$ cat src/rtl/cfu_l2_switch_pkg.sv
// Shared types, constants and parameter checks for the CFU-LI level-2 switch.
// Used by cfu_l2_switch (optional response skid register: CFU_SWITCH_RESP_REG_EN).
package cfu_l2_switch_pkg;

    localparam logic [23:0] CFU_LI_VERSION_REQ = 24'h01_00_00;
    localparam int          CFU_STATUS_W       = 3;

    // Response status codes returned on resp_status
    typedef enum logic [CFU_STATUS_W-1:0] {
        CFU_OK           = 3'd0,
        CFU_ERROR_CFU    = 3'd1,
        CFU_ERROR_OFF    = 3'd2,
        CFU_ERROR_STATE  = 3'd3,
        CFU_ERROR_INSN   = 3'd4,
        CFU_ERROR_FUNC   = 3'd5,
        CFU_ERROR_OP     = 3'd6,
        CFU_ERROR_CUSTOM = 3'd7
    } cfu_status_t;

    // Order-FIFO entry: err=1 marks a locally answered (bad CFU ID) request
    typedef struct packed {
        logic        err;
        logic [15:0] id;
    } cfu_switch_entry_t;

    // Width of an index into n items, never less than one bit
    function automatic int clog2_min1(input int n);
        return (n > 1) ? $clog2(n) : 1;
    endfunction

    // Elaboration-time sanity check of the L2 interface parameters
    function automatic bit check_cfu_l2_params(
        input logic [23:0] version,
        input int          n_cfus,
        input int          n_states,
        input int          cfu_id_w,
        input int          state_id_w,
        input int          func_id_w,
        input int          insn_w,
        input int          data_w
    );
        bit ok;
        ok = 1'b1;
        if (version != CFU_LI_VERSION_REQ)                    ok = 1'b0;
        if (n_cfus < 1 || n_states < 1)                       ok = 1'b0;
        if (cfu_id_w < clog2_min1(n_cfus) || cfu_id_w > 16)   ok = 1'b0;
        if (state_id_w < clog2_min1(n_states))                ok = 1'b0;
        if (func_id_w < 1 || insn_w < 1)                      ok = 1'b0;
        if (data_w != 32 && data_w != 64)                     ok = 1'b0;
        return ok;
    endfunction

endpackage

$ cat src/rtl/cfu_l2_switch_tag_fifo.sv
// cfu_tag_fifo: small synchronous FIFO holding the order tags of in-flight requests.
// Head entry is visible combinationally on dout so the response mux has zero latency.
module cfu_tag_fifo #(
    parameter int W     = 17,
    parameter int DEPTH = 4
) (
    input  logic         clk,
    input  logic         rst,
    input  logic         clk_en,
    input  logic         push,
    input  logic         pop,
    input  logic [W-1:0] din,
    output logic [W-1:0] dout,
    output logic         full,
    output logic         empty
);

    localparam int PTR_W = (DEPTH > 1) ? $clog2(DEPTH) : 1;

    logic [W-1:0]     mem [DEPTH];
    logic [PTR_W-1:0] wr_ptr_reg;
    logic [PTR_W-1:0] rd_ptr_reg;
    logic [PTR_W:0]   count_reg;
    logic             do_push;
    logic             do_pop;

    assign full    = (count_reg == (PTR_W + 1)'(DEPTH));
    assign empty   = (count_reg == '0);
    assign do_push = clk_en && push && !full;
    assign do_pop  = clk_en && pop && !empty;
    assign dout    = mem[rd_ptr_reg];

    // Tag storage; contents are don't-care until written
    always_ff @(posedge clk) begin
        if (do_push) begin
            mem[wr_ptr_reg] <= din;
        end
    end

    // Pointers and occupancy; both pointers wrap at DEPTH
    always_ff @(posedge clk) begin
        if (rst) begin
            wr_ptr_reg <= '0;
            rd_ptr_reg <= '0;
            count_reg  <= '0;
        end else begin
            if (do_push) begin
                wr_ptr_reg <= (wr_ptr_reg == PTR_W'(DEPTH - 1)) ? '0 : wr_ptr_reg + 1'b1;
            end
            if (do_pop) begin
                rd_ptr_reg <= (rd_ptr_reg == PTR_W'(DEPTH - 1)) ? '0 : rd_ptr_reg + 1'b1;
            end
            count_reg <= count_reg + (PTR_W + 1)'(do_push) - (PTR_W + 1)'(do_pop);
        end
    end

endmodule

$ cat src/rtl/cfu_l2_switch.sv
// CFU-LI level-2 switch: one upstream port fanned out to CFU_N_CFUS channels, responses
// returned upstream in request order. Out-of-range CFU IDs are answered with CFU_ERROR_CFU.
// Optional feature macro: CFU_SWITCH_RESP_REG_EN adds a 2-entry skid register on the
// upstream response path (+1 cycle latency, full throughput).
module cfu_l2_switch
    import cfu_l2_switch_pkg::*;
#(
    parameter logic [23:0] CFU_LI_VERSION = 24'h01_00_00,
    parameter int CFU_N_CFUS     = 4,
    parameter int CFU_N_STATES   = 1,
    parameter int CFU_CFU_ID_W   = (CFU_N_CFUS > 1) ? $clog2(CFU_N_CFUS) : 1,
    parameter int CFU_STATE_ID_W = (CFU_N_STATES > 1) ? $clog2(CFU_N_STATES) : 1,
    parameter int CFU_FUNC_ID_W  = 10,
    parameter int CFU_INSN_W     = 32,
    parameter int CFU_DATA_W     = 32,
    parameter int N_OUTSTANDING  = 4
) (
    input  logic                               clk,
    input  logic                               rst,
    input  logic                               clk_en,
    input  logic                               req_valid,
    output logic                               req_ready,
    input  logic [CFU_CFU_ID_W-1:0]            req_cfu,
    input  logic [CFU_STATE_ID_W-1:0]          req_state,
    input  logic [CFU_FUNC_ID_W-1:0]           req_func,
    input  logic [CFU_INSN_W-1:0]              req_insn,
    input  logic [CFU_DATA_W-1:0]              req_data0,
    input  logic [CFU_DATA_W-1:0]              req_data1,
    output logic                               resp_valid,
    input  logic                               resp_ready,
    output logic [CFU_STATUS_W-1:0]            resp_status,
    output logic [CFU_DATA_W-1:0]              resp_data,
    output logic [CFU_N_CFUS-1:0]              cfus_req_valid,
    input  logic [CFU_N_CFUS-1:0]              cfus_req_ready,
    output logic [CFU_STATE_ID_W-1:0]          cfus_req_state,
    output logic [CFU_FUNC_ID_W-1:0]           cfus_req_func,
    output logic [CFU_INSN_W-1:0]              cfus_req_insn,
    output logic [CFU_DATA_W-1:0]              cfus_req_data0,
    output logic [CFU_DATA_W-1:0]              cfus_req_data1,
    input  logic [CFU_N_CFUS-1:0]              cfus_resp_valid,
    output logic [CFU_N_CFUS-1:0]              cfus_resp_ready,
    input  logic [CFU_N_CFUS*CFU_STATUS_W-1:0] cfus_resp_status,
    input  logic [CFU_N_CFUS*CFU_DATA_W-1:0]   cfus_resp_data
);

    localparam int ENTRY_W = $bits(cfu_switch_entry_t);

    // Elaboration-time parameter checks
    if (!check_cfu_l2_params(CFU_LI_VERSION, CFU_N_CFUS, CFU_N_STATES, CFU_CFU_ID_W,
                             CFU_STATE_ID_W, CFU_FUNC_ID_W, CFU_INSN_W, CFU_DATA_W)) begin : g_bad_params
        $fatal(1, "cfu_l2_switch: invalid CFU-LI L2 parameter set");
    end
    if (N_OUTSTANDING < 2 || (N_OUTSTANDING & (N_OUTSTANDING - 1)) != 0) begin : g_bad_depth
        $fatal(1, "cfu_l2_switch: N_OUTSTANDING must be a power of 2 and >= 2");
    end

    // Handshakes only happen while enabled and out of reset
    logic en;
    assign en = clk_en && !rst;

    // ------------------------------------------------------------------
    // Request decode
    // ------------------------------------------------------------------
    logic                    id_valid;
    logic [CFU_N_CFUS-1:0]   req_sel;
    logic                    fifo_full;
    logic                    fifo_empty;
    logic                    push;
    logic                    pop;
    cfu_switch_entry_t       push_entry;
    cfu_switch_entry_t       head;
    logic [ENTRY_W-1:0]      fifo_dout;

    assign id_valid = (int'(req_cfu) < CFU_N_CFUS);

    for (genvar gi = 0; gi < CFU_N_CFUS; gi++) begin : g_req_dec
        assign req_sel[gi] = (int'(req_cfu) == gi);
    end

    // Bad IDs need no downstream channel, only room in the order FIFO
    assign req_ready      = en && !fifo_full && (id_valid ? |(req_sel & cfus_req_ready) : 1'b1);
    assign cfus_req_valid = (en && req_valid && !fifo_full) ? req_sel : '0;
    assign push           = req_valid && req_ready;

    assign cfus_req_state = req_state;
    assign cfus_req_func  = req_func;
    assign cfus_req_insn  = req_insn;
    assign cfus_req_data0 = req_data0;
    assign cfus_req_data1 = req_data1;

    // Order tag for the request being accepted
    always_comb begin
        push_entry     = '0;
        push_entry.err = !id_valid;
        if (id_valid) begin
            push_entry.id = 16'(req_cfu);
        end
    end

    cfu_tag_fifo #(
        .W     (ENTRY_W),
        .DEPTH (N_OUTSTANDING)
    ) u_tag_fifo (
        .clk    (clk),
        .rst    (rst),
        .clk_en (clk_en),
        .push   (push),
        .pop    (pop),
        .din    (push_entry),
        .dout   (fifo_dout),
        .full   (fifo_full),
        .empty  (fifo_empty)
    );

    assign head = cfu_switch_entry_t'(fifo_dout);

    // ------------------------------------------------------------------
    // Response mux: only the channel named by the head tag may respond
    // ------------------------------------------------------------------
    logic [CFU_N_CFUS-1:0]   resp_sel;
    logic                    core_valid;
    logic                    core_ready;
    logic [CFU_STATUS_W-1:0] core_status;
    logic [CFU_DATA_W-1:0]   core_data;

    for (genvar gi = 0; gi < CFU_N_CFUS; gi++) begin : g_resp_dec
        assign resp_sel[gi] = !fifo_empty && !head.err && (head.id == 16'(gi));
    end

    // Select the head response; bad-ID entries answer immediately with an error
    always_comb begin
        core_valid  = 1'b0;
        core_status = CFU_OK;
        core_data   = '0;
        if (!fifo_empty) begin
            if (head.err) begin
                core_valid  = 1'b1;
                core_status = CFU_ERROR_CFU;
            end else begin
                for (int i = 0; i < CFU_N_CFUS; i++) begin
                    if (resp_sel[i]) begin
                        core_valid  = cfus_resp_valid[i];
                        core_status = cfus_resp_status[i*CFU_STATUS_W +: CFU_STATUS_W];
                        core_data   = cfus_resp_data[i*CFU_DATA_W +: CFU_DATA_W];
                    end
                end
            end
        end
    end

    assign cfus_resp_ready = core_ready ? resp_sel : '0;

`ifdef CFU_SWITCH_RESP_REG_EN
    // Two-slot skid buffer: the head is popped when its response is loaded here
    localparam int SKID_W = CFU_STATUS_W + CFU_DATA_W;

    logic [SKID_W-1:0] skid_reg [2];
    logic              skid_wr_reg;
    logic              skid_rd_reg;
    logic [1:0]        skid_cnt_reg;
    logic              skid_load;
    logic              skid_unload;

    assign core_ready  = en && (skid_cnt_reg != 2'd2);
    assign skid_load   = core_valid && core_ready;
    assign skid_unload = en && (skid_cnt_reg != 2'd0) && resp_ready;
    assign pop         = skid_load;

    assign resp_valid  = en && (skid_cnt_reg != 2'd0);
    assign resp_status = skid_reg[skid_rd_reg][SKID_W-1 -: CFU_STATUS_W];
    assign resp_data   = skid_reg[skid_rd_reg][CFU_DATA_W-1:0];

    // Skid slots and pointers; reset leaves an OK/zero response on the outputs
    always_ff @(posedge clk) begin
        if (rst) begin
            for (int i = 0; i < 2; i++) begin
                skid_reg[i] <= {CFU_OK, {CFU_DATA_W{1'b0}}};
            end
            skid_wr_reg  <= 1'b0;
            skid_rd_reg  <= 1'b0;
            skid_cnt_reg <= 2'd0;
        end else begin
            if (skid_load) begin
                skid_reg[skid_wr_reg] <= {core_status, core_data};
                skid_wr_reg           <= !skid_wr_reg;
            end
            if (skid_unload) begin
                skid_rd_reg <= !skid_rd_reg;
            end
            skid_cnt_reg <= skid_cnt_reg + 2'(skid_load) - 2'(skid_unload);
        end
    end
`else
    // Combinational response path straight from the selected channel
    assign core_ready  = en && resp_ready;
    assign pop         = core_valid && core_ready;
    assign resp_valid  = en && core_valid;
    assign resp_status = core_status;
    assign resp_data   = core_data;
`endif

endmodule

$ cat config.mk
export PLATFORM = sky130hd
export DESIGN_NAME = cfu_l2_switch
export DESIGN_NICKNAME = d
export VERILOG_FILES = /design/src/rtl/cfu_l2_switch_pkg.sv /design/src/rtl/cfu_l2_switch_tag_fifo.sv /design/src/rtl/cfu_l2_switch.sv
export SDC_FILE = /design/constraint.sdc
export NUM_CORES = 1
export LEC_CHECK = 0
export ABC_AREA = 0
export BUFFER_PORTS_ARGS = -buffer_cell sky130_fd_sc_hd__buf_2
export CAP_MARGIN = 5
export CORE_AREA = 2 2 162 164
export CTS_BUF_LIST = sky130_fd_sc_hd__clkbuf_4 sky130_fd_sc_hd__clkbuf_8 sky130_fd_sc_hd__clkbuf_16
export DETAILED_ROUTE_END_ITERATION = 10
export DIE_AREA = 0 0 164 166
export PLACE_DENSITY = 0.53
export SETUP_SLACK_MARGIN = 0.2
export SLEW_MARGIN = 5
export SYNTH_ARGS = -nofsm -noshare
export SYNTH_HDL_FRONTEND = slang
export SYNTH_HIERARCHICAL = 1
export SYNTH_SLANG_ARGS = --single-unit
export TNS_END_PERCENT = 1
$ cat constraint.sdc
create_clock -name clk -period 4.2 [get_ports clk]
set_input_delay 0.84 -clock clk [delete_from_list [all_inputs] [get_ports clk]]
set_output_delay 0.84 -clock clk [all_outputs]
set_load 0.02 [all_outputs]
After elaboration in Yosys (flattened, before gate mapping)
Memories as Yosys holds them, arrays and structs flattened. A register that Yosys moved wholly into a read port is not among the register bits.
Cells that the tools add are included.
Widths: inputs -> output; s select.
{"block": "word_totals", "ff_bits": 7, "latchBits": 0, "ramBits": 8, "mem_bits_ro": 0, "inputBits": 262, "output_inout_bits": 152, "elab_cells": 70, "mem_count": 1}
{"name": "u_tag_fifo.mem", "depth": 4, "word_bits": 2, "rd": 1, "rd_clocked_by_memory_dff": 1, "wr": 1, "line_no": "cfu_l2_switch_tag_fifo.sv:20", "rtl": "logic [W-1:0] mem [DEPTH];"}
{"block": "op_classes", "addsub": 4, "mul": 0, "div_mod_pow": 0, "magnitude_cmp": 0, "eq_ne": 9, "n_shift": 0, "n_mux": 26, "bitwise": 1, "n_reduce_logical": 26}
{"op": "$mux 32", "count": 6}
{"op": "$eq 16x2->1 const B", "count": 2}
{"op": "$logic_and 1x1->1", "count": 18}
{"op": "$mux 3", "count": 6}
{"op": "$eq 16x1->1 const B", "count": 1}
{"op": "$logic_not 16->1", "count": 1}
{"op": "$eq 2x2->1 const B", "count": 4}
{"op": "$mux 1", "count": 8}
{"op": "$mux 2", "count": 4}
{"op": "$mux 4", "count": 2}
{"op": "$add 2x1->2 const B", "count": 2}
{"op": "$and 4x4->4", "count": 1}
{"op": "$reduce_or 4->1", "count": 1}
{"op": "$add 3x1->3", "count": 1}
{"op": "$eq 3x3->1 const B", "count": 1}
{"op": "$logic_not 1->1", "count": 3}
{"op": "$logic_not 3->1", "count": 1}
{"op": "$sub 3x1->3", "count": 1}
{"op": "$eq 2x1->1 const B", "count": 1}
{"op": "$logic_not 2->1", "count": 1}
{"op": "$logic_not 1->1 const A", "count": 1}

Depth between registers and ports, before layout
Gate-level depths: netlist of run 1.
{"block": "depth", "depth_word": 15, "depth_mapped": 18, "depth_no_buf": 15}

Hierarchy
The synthesis of run 1 kept the hierarchy.
{"module": "cfu_tag_fifo", "n_inst": 1, "cells_per_inst": 142, "area_each_um2": 2955.3, "seq_area_each_um2": 2222.1}
{"module": "cfu_l2_switch", "n_inst": 1, "cells_per_inst": 219, "area_each_um2": 2093.3, "seq_area_each_um2": 0.0}

Worst setup path after synthesis of run 1
Ideal clock, no wire load.
{"block": "synth_timing", "path_type": "flip-flop to flip-flop", "startpoint": "register with a tool-made name", "endpoint": "register u_tag_fifo.count_reg[2]", "setup_time_ps": 78, "arrival_time_ps": 3570, "t_required_ps": 4122, "path_slack_ps": 552, "stages_incl_launch_ff": 19, "n_path_buf": 3, "period_less_slack_ps": 3648, "cell_sequence": "dfxtp_1 > buf_2 > buf_6 > mux4_2 > nor4_1 > and4_1 > buf_4 > a21oi_1 > nor3_1 > o311ai_2 > inv_1 > ha_1 > inv_1 > ha_1 > inv_1 > fa_1 > xor2_1 > and2_1 > nor3_1"}
{"item": "end signal, assigned", "line_no": "cfu_l2_switch_tag_fifo.sv:53", "rtl": "count_reg <= count_reg + (PTR_W + 1)'(do_push) - (PTR_W + 1)'(do_pop);"}
{"item": "end, declared", "line_no": "cfu_l2_switch_tag_fifo.sv:23", "rtl": "logic [PTR_W:0] count_reg;"}

==> key figures, run 1 <==
Critical path
  – Type of the setup path with the least slack: flop to output port
  – Worst reg-to-reg setup slack: 0.57 ns
  – R2r worst-path depth: 16
  – Kind of end point of the critical path: output port
  – Worst R2R End: u_tag_fifo/count_reg[2]
  – Worst Path Buf+Inv: 3
  – Gate family responsible for the most delay along the worst path: simple AND/OR/NAND/NOR gates
  – Chain of cells forming the critical path: buf_12 -> mux4_2 -> nor4_4 -> and4_1 -> buf_4 -> and2_1 -> buf_2
  – Sort of element at the start of the critical path: flop
  – Stages on the worst setup path: 7
  – Worst EP arrival: 2.82 ns
  – Maximum net fanout on the critical path: 35
  – Required @ worst endpoint: 3.36 ns
  – Delay contributed by the slowest stage of the critical path: 0.56 ns
  – Max stage delay cell, worst path: mux4_2

Synthesis
  – Area fraction of the dominant cell type after synthesis: 40.4%
  – Post-synthesis cell area: 0.00505 sq mm
  – Count of flip-flops with a built-in enable after synthesis: 68
  – Most area-hungry cell type in the Yosys netlist: edfxtp_1
  – Part of the Yosys area used for sequential elements: 44.0%
  – Most instantiated library cell after synthesis: buf_4
  – Average instance area after synthesis: 14.0 sq um
  – Asr flop ratio synth: 0%
  – Gate count after technology mapping: 361
  – Synthesis-stage register bit count: 77
  – Cell types occupying the most area after synthesis: edfxtp_1, mux4_2, buf_4, and2_1, dfxtp_1
  – Number of synthesis warnings: 6
  – Most frequent cells after synthesis: buf_4, edfxtp_1, mux4_2
  – Number of unique standard cell types used by synthesis: 34
  – Most frequently used flop master after synthesis: edfxtp_1

Timing
  – Least setup slack across all paths after layout: 0.543 ns
  – Final setup fails: 0
  – Sum of negative setup slack: 0 ns
  – Endpoints failing hold: 0
  – Minimum period implied by the final worst setup slack: 3.66 ns
  – Worst slew pin tran: 0.815 ns
  – Final worst clock skew: 0.00419 ns
  – Fin crit share: 87.1%
  – Remaining max-slew budget at the tightest pin: 45.7%
  – Max-slew violation total from the final report: 0
  – Unrepaired setup endpoints after global routing: false
  – Fmax: 0.273 GHz
  – Hold slack final: 0.516 ns

Cells and area
  – Post-route cell area: 0.00619 sq mm
  – Footprint of the flip-flops and latches: 0.00222 sq mm
  – Final nets: 786
  – Final std cells w/o fill: 857
  – Final core utilization: 24.2%
  – Count of filler cells inserted in the layout: 2690
  – Multi-input gate area: 0.00212 sq mm
  – Fraction of final layout cells with drive strength greater than 1: 54.9%
  – Area added between synthesis and finish: 22.7%
  – Max reg flops: 68

Clock network
  – Maximum buffer depth of the clock tree: 2
  – Post-CTS Hold Fix Bufs: 0
  – Depth of the CTS H-tree: 3
  – Clock-pin transition on the worst setup and hold timing paths: 0.06 ns
  – Clock tree root driver cell: clkbuf_16
  – CTS tree: yes
  – Count of clock tree sinks: 77
  – Clock network latency to the later pin of the worst-skew pair: 0.33 ns
  – Clock buffers created by TritonCTS: 9
  – Postcts setup bufs: 0

Placed design
  – GP Congestion: 0.845
  – Total placed instance area: 0.00587 sq mm
  – Dpl hpwl: 19100 um
  – # placed instances: 840
  – Worst setup slack after placement: 0.441 ns
  – Number of buffers inserted by port buffering: 199

Detailed routing
  – Total DRC errors in the routed layout: 0
  – Routed vias: 3305
  – Average routed wire per standard cell: 25.5 um
  – Routed Antenna Nets: 0
  – First drt pass iteration count: 4
  – Routed vias/inst: 3.86
  – Routed WL: 21900 um
  – Violation count after the first detailed-route iteration: 136

Worst hold path
  – Capture endpoint of the worst hold path: u_tag_fifo/rd_ptr_reg[0]
  – Cell depth of the worst min-delay path: 2
  – Min-Delay Path Class: flop to flop
  – Hold_sp: u_tag_fifo/rd_ptr_reg[0]

Floorplan
  – Count of pins on the block boundary: 414
  – FP Rows: 59
  – Std-Cell Core Area: 0.0256 sq mm
  – Y dimension of the die: 166 um
  – Overall die area: 0.0272 sq mm
  – Starting Density: 19.7%
  – Horiz. Die Dim: 164 um

Global routing
  – GRT Residual Overflow: 0
  – First-pass GRT wire length: 28600 um
  – Number of antenna violations at the first check in global routing: 2
  – Largest net degree at the start of global routing: 39
  – Vias in the first global route: 3396
  – Overall global routing resource usage: 15.6%

Job
  – Max-cap violations: 0

Power and ir drop
  – Max IR drop VDD: 191 uV
  – Total power density per cell area: 281 mW/mm^2
  – Overall power: 1.74 mW
  – LEAKAGE: 2.59 nW

Outcome
  – Run status: finished clean
kinds of logic after synthesis:
kind of cell | Yosys count | share of synthesized area, %
adders and majority gates | 8 | 2.13
other | 1 | 0.0743
and+or+nand+nor | 78 | 9.19
DFF | 77 | 44.0
xor gates and xnor gates | 1 | 0.174
buffers and inverters | 134 | 19.1
AOI/OAI and AO/OA | 7 | 1.07
muxes | 55 | 24.3
area by class of cell:
cell class                      instances  share of cell area (%)
Sequential cell                        77                    35.9
Antenna cell                            1                  0.0404
Clock inverter                          6                   0.869
Tap cell                              335                    6.77
Timing Repair Buffer                  210                    17.8
Clock buffer                           10                    3.76
Inverter                                9                   0.626
Multi-Input combinational cell        209                    34.3
worst min-delay path, stage by stage, from the launching register on:
cell	delay, ns
dfxtp_1	0.33
nand2_1	0.06
a21oi_1	0.07
power breakdown:
group	total, mW	switching (mW)	internal [mW]
Sequential	0.837	0.00139	0.836
Combinational	0.157	0.0660	0.0908
Clock	0.745	0.285	0.460
cell usage in the layout, fill, tap and decap left out, drive strengths merged:
cell type,instances
a21oi,4
and2,37
and3,5
and4,1
buf,210
bufinv,1
clkbuf,10
clkinv,6
conb,60
dfxtp,9
diode,1
edfxtp,68
fa,1
ha,7
inv,8
mux2i,1
mux4,54
nand2,4
nand2b,1
nand3,2
nand3b,1
nand4,1
nor2,7
nor2b,1
nor3,5
nor3b,3
nor4,8
o21ai,1
o311ai,1
o31ai,1
or3,1
or3b,1
xor2,1
per-layer routing:
metal | up-vias | GRT usage (%) | part of all wire (%)
met4 | 4 | 1.83 | 0.41
li1 | 1491 | - | -
met3 | 11 | 15.6 | 22
met1 | 1573 | 15.8 | 33
met2 | 226 | 23.0 | 44
met5 | - | 5.09 | 0.89
timing repair:
| action | CTS | global route |
|---|---|---|
| endpoints found under the setup margin | 0 | 2 |
| gates resized for setup | 0 | 5 |
| hold endpoints to repair | 0 | 0 |
how the worst max path moves through the flow:
stage	startpoint	end	slack [ns]
finish	flop	resp_data[12]	0.54
global route	flop	u_tag_fifo/count_reg[2]	0.21
CTS	flop	resp_data[12]	0.34
detailed placement	flop	u_tag_fifo/count_reg[2]	0.44
global placement	flop	u_tag_fifo/count_reg[2]	0.43
floorplan	flop	u_tag_fifo/count_reg[2]	0.55
No activity file was read; power rests on OpenSTA's default activity.
==> run 2: changes to the inputs <==
--- a/config.mk
+++ b/config.mk
@@ -8,12 +8,13 @@
 export ABC_AREA = 0
 export BUFFER_PORTS_ARGS = -buffer_cell sky130_fd_sc_hd__buf_2
 export CAP_MARGIN = 5
-export CORE_AREA = 2 2 162 164
+export CORE_AREA = 2 2 160 162
 export CTS_BUF_LIST = sky130_fd_sc_hd__clkbuf_4 sky130_fd_sc_hd__clkbuf_8 sky130_fd_sc_hd__clkbuf_16
 export DETAILED_ROUTE_END_ITERATION = 10
-export DIE_AREA = 0 0 164 166
-export PLACE_DENSITY = 0.53
+export DIE_AREA = 0 0 162 164
+export PLACE_DENSITY = 0.54
 export SETUP_SLACK_MARGIN = 0.2
+export SKIP_CTS_REPAIR_TIMING = 1
 export SLEW_MARGIN = 5
 export SYNTH_ARGS = -nofsm -noshare
 export SYNTH_HDL_FRONTEND = slang
==> run 2 against run 1 <==
Net effect: non-clock buffer count down 4; largest cell class unchanged; power is 7.3% higher; critical path depth is the same; setup slack got worse by 0.052 ns; critical path type unchanged.
==> key figures, run 2 (synthesis gave the netlist of run 1 again) <==
Outcome
  – Run status: finished clean (unchanged)

Clock network
  – Maximum buffer depth of the clock tree: 2 (unchanged)
  – Depth of the CTS H-tree: 3 (unchanged)
  – Clock-pin transition on the worst setup and hold timing paths: 0.06 ns (about the same)
  – Count of clock tree sinks: 77 (unchanged)
  – Clock network latency to the later pin of the worst-skew pair: 0.33 ns (about the same)
  – Clock tree root driver cell: clkbuf_16 (unchanged)
  – Clock buffers created by TritonCTS: 9 (unchanged)
  – CTS tree: yes (unchanged)

Cells and area
  – Post-route cell area: 0.00618 sq mm (was 0.00619 sq mm)
  – Highest-count cells in the layout ignoring fill and taps: buf_2, edfxtp_1, conb_1, mux4_2, and2_1 (unchanged)
  – Area added between synthesis and finish: 22.3% (was 22.7%)
  – Final core utilization: 24.9% (was 24.2%)
  – Commonest non-fill, non-tap cell in the layout: buf_2 (unchanged)
  – Multi-input gate area: 0.00209 sq mm (was 0.00212 sq mm)
  – Count of filler cells inserted in the layout: 2643 (was 2690)
  – Final std cells w/o fill: 849 (was 857)
  – Final nets: 782 (was 786)
  – Max reg flops: 68 (unchanged)
  – Footprint of the flip-flops and latches: 0.00222 sq mm (unchanged)
  – Fraction of final layout cells with drive strength greater than 1: 54.4% (was 54.9%)

Power and ir drop
  – Total power density per cell area: 302 mW/mm^2 (was 281 mW/mm^2)
  – LEAKAGE: 2.58 nW (was 2.59 nW)
  – Switching component of the power: 354 uW (was 353 uW)
  – Comb power frac: 8.3% (was 9.0%)
  – Clock group share of total power: 46.8% (was 42.8%)
  – Flop pwr share: 44.9% (was 48.1%)
  – Switching share of power: 19.0% (was 20.3%)
  – Overall power: 1.87 mW (was 1.74 mW)
  – Internal power: 1.51 mW (was 1.39 mW)
  – Max IR drop VDD: 199 uV (was 191 uV)

Detailed routing
  – Routed vias: 3322 (was 3305)
  – Violation count after the first detailed-route iteration: 265 (was 136)
  – First drt pass iteration count: 4 (unchanged)
  – Routed Antenna Nets: 0 (unchanged)
  – Routed WL: 23400 um (was 21900 um)
  – Total DRC errors in the routed layout: 0 (unchanged)
  – Average routed wire per standard cell: 27.5 um (was 25.5 um)
  – Routed vias/inst: 3.91 (was 3.86)

Timing
  – Unrepaired setup endpoints after global routing: false (unchanged)
  – Least setup slack across all paths after layout: 0.491 ns (was 0.543 ns)
  – Fin crit share: 88.3% (was 87.1%)
  – Final setup fails: 0 (unchanged)
  – Final worst clock skew: 0.00862 ns (was 0.00419 ns)
  – Minimum period implied by the final worst setup slack: 3.71 ns (was 3.66 ns)
  – Sum of negative setup slack: 0 ns (unchanged)
  – Worst slew pin tran: 0.903 ns (was 0.815 ns)
  – Hold slack final: 0.513 ns (was 0.516 ns)
  – Fmax: 0.270 GHz (was 0.273 GHz)
  – Endpoints failing hold: 0 (unchanged)
  – Remaining max-slew budget at the tightest pin: 39.8% (was 45.7%)
  – Max-slew violation total from the final report: 0 (unchanged)

Critical path
  – Worst R2R End: u_tag_fifo/count_reg[2] (unchanged)
  – R2r worst-path depth: 16 (unchanged)
  – Kind of end point of the critical path: output port (unchanged)
  – Worst EP arrival: 2.87 ns (was 2.82 ns)
  – Maximum net fanout on the critical path: 35 (unchanged)
  – Required @ worst endpoint: 3.36 ns (about the same)
  – Type of the setup path with the least slack: flop to output port (unchanged)
  – Worst reg-to-reg setup slack: 0.50 ns (was 0.57 ns)
  – Sort of element at the start of the critical path: flop (unchanged)
  – Crit path to: resp_data[19] (was resp_data[12])

Global routing
  – First-pass GRT wire length: 30000 um (was 28600 um)
  – Largest net degree at the start of global routing: 39 (unchanged)
  – Vias in the first global route: 3398 (was 3396)
  – Overall global routing resource usage: 16.9% (was 15.6%)
  – Number of antenna violations at the first check in global routing: 5 (was 2)
  – GRT Residual Overflow: 0 (unchanged)

Floorplan
  – Y dimension of the die: 164 um (was 166 um)
  – Count of pins on the block boundary: 414 (unchanged)
  – Starting Density: 20.3% (was 19.7%)
  – FP Rows: 58 (was 59)
  – Std-Cell Core Area: 0.0248 sq mm (was 0.0256 sq mm)
  – Overall die area: 0.0266 sq mm (was 0.0272 sq mm)
  – Horiz. Die Dim: 162 um (was 164 um)

Placed design
  – # placed instances: 831 (was 840)
  – GP Congestion: 0.795 (was 0.845)
  – Total placed instance area: 0.00582 sq mm (was 0.00587 sq mm)
  – Dpl hpwl: 20600 um (was 19100 um)
  – Worst setup slack after placement: 0.396 ns (was 0.441 ns)
  – Number of buffers inserted by port buffering: 199 (unchanged)

Job
  – Max-cap violations: 0 (unchanged)

Worst hold path
  – Min-Delay Path Class: flop to flop (unchanged)
-- run 2: how the worst min path moves through the flow --
| stage | to | from | slack, ns | depth (start not counted) |
|---|---|---|---|---|
| floorplan | flop | u_tag_fifo/rd_ptr_reg[0] | 0.46 | 2 |
| global placement | u_tag_fifo/rd_ptr_reg[0] | u_tag_fifo/rd_ptr_reg[0] | 0.50 | 2 |
| detailed placement | u_tag_fifo/rd_ptr_reg[0] | u_tag_fifo/rd_ptr_reg[0] | 0.50 | 2 |
| CTS | flop | u_tag_fifo/rd_ptr_reg[0] | 0.50 | 2 |
| global route | flop | u_tag_fifo/rd_ptr_reg[0] | 0.55 | 2 |
| finish | u_tag_fifo/rd_ptr_reg[0] | u_tag_fifo/rd_ptr_reg[0] | 0.51 | 2 |
-- run 2: final cells by class --
class	count	share of cell area (%)
diodes	2	0.0810
well taps	330	6.69
repair buffers	206	17.2
clock buffers	10	3.77
flip-flops and latches	77	36.0
clock inverters	6	1.80
inverters	9	0.628
multi-input cells	209	33.9
-- run 2: power by group through the flow --
stage	Combinational (mW)	Sequential (mW)	Clock [mW]
2_1_floorplan	0.206	0.852	0
3_3_place_gp	0.154	0.853	0
3_5_place_dp	0.155	0.853	0
4_1_cts	0.156	0.837	0.898
5_1_grt	0.170	0.837	0.928
6_report	0.155	0.837	0.874
-- run 2: metal layers --
metal	vias up	global-route usage, %	share of wire, %	wire, um
met3	22	15.7	22	5030
met1	1558	15.8	28	6620
met2	244	27.3	49	11400
met5	-	2.65	0.79	185
li1	1486	-	-	-
met4	12	2.82	0.71	166
-- run 2: critical path, stage by stage, from the launching register on --
cell	delay [ns]
dfxtp_1	0.35
buf_12	0.19
mux4_2	0.51
nor4_1	0.44
and4_1	0.27
buf_4	0.33
and2_1	0.23
buf_2	0.19
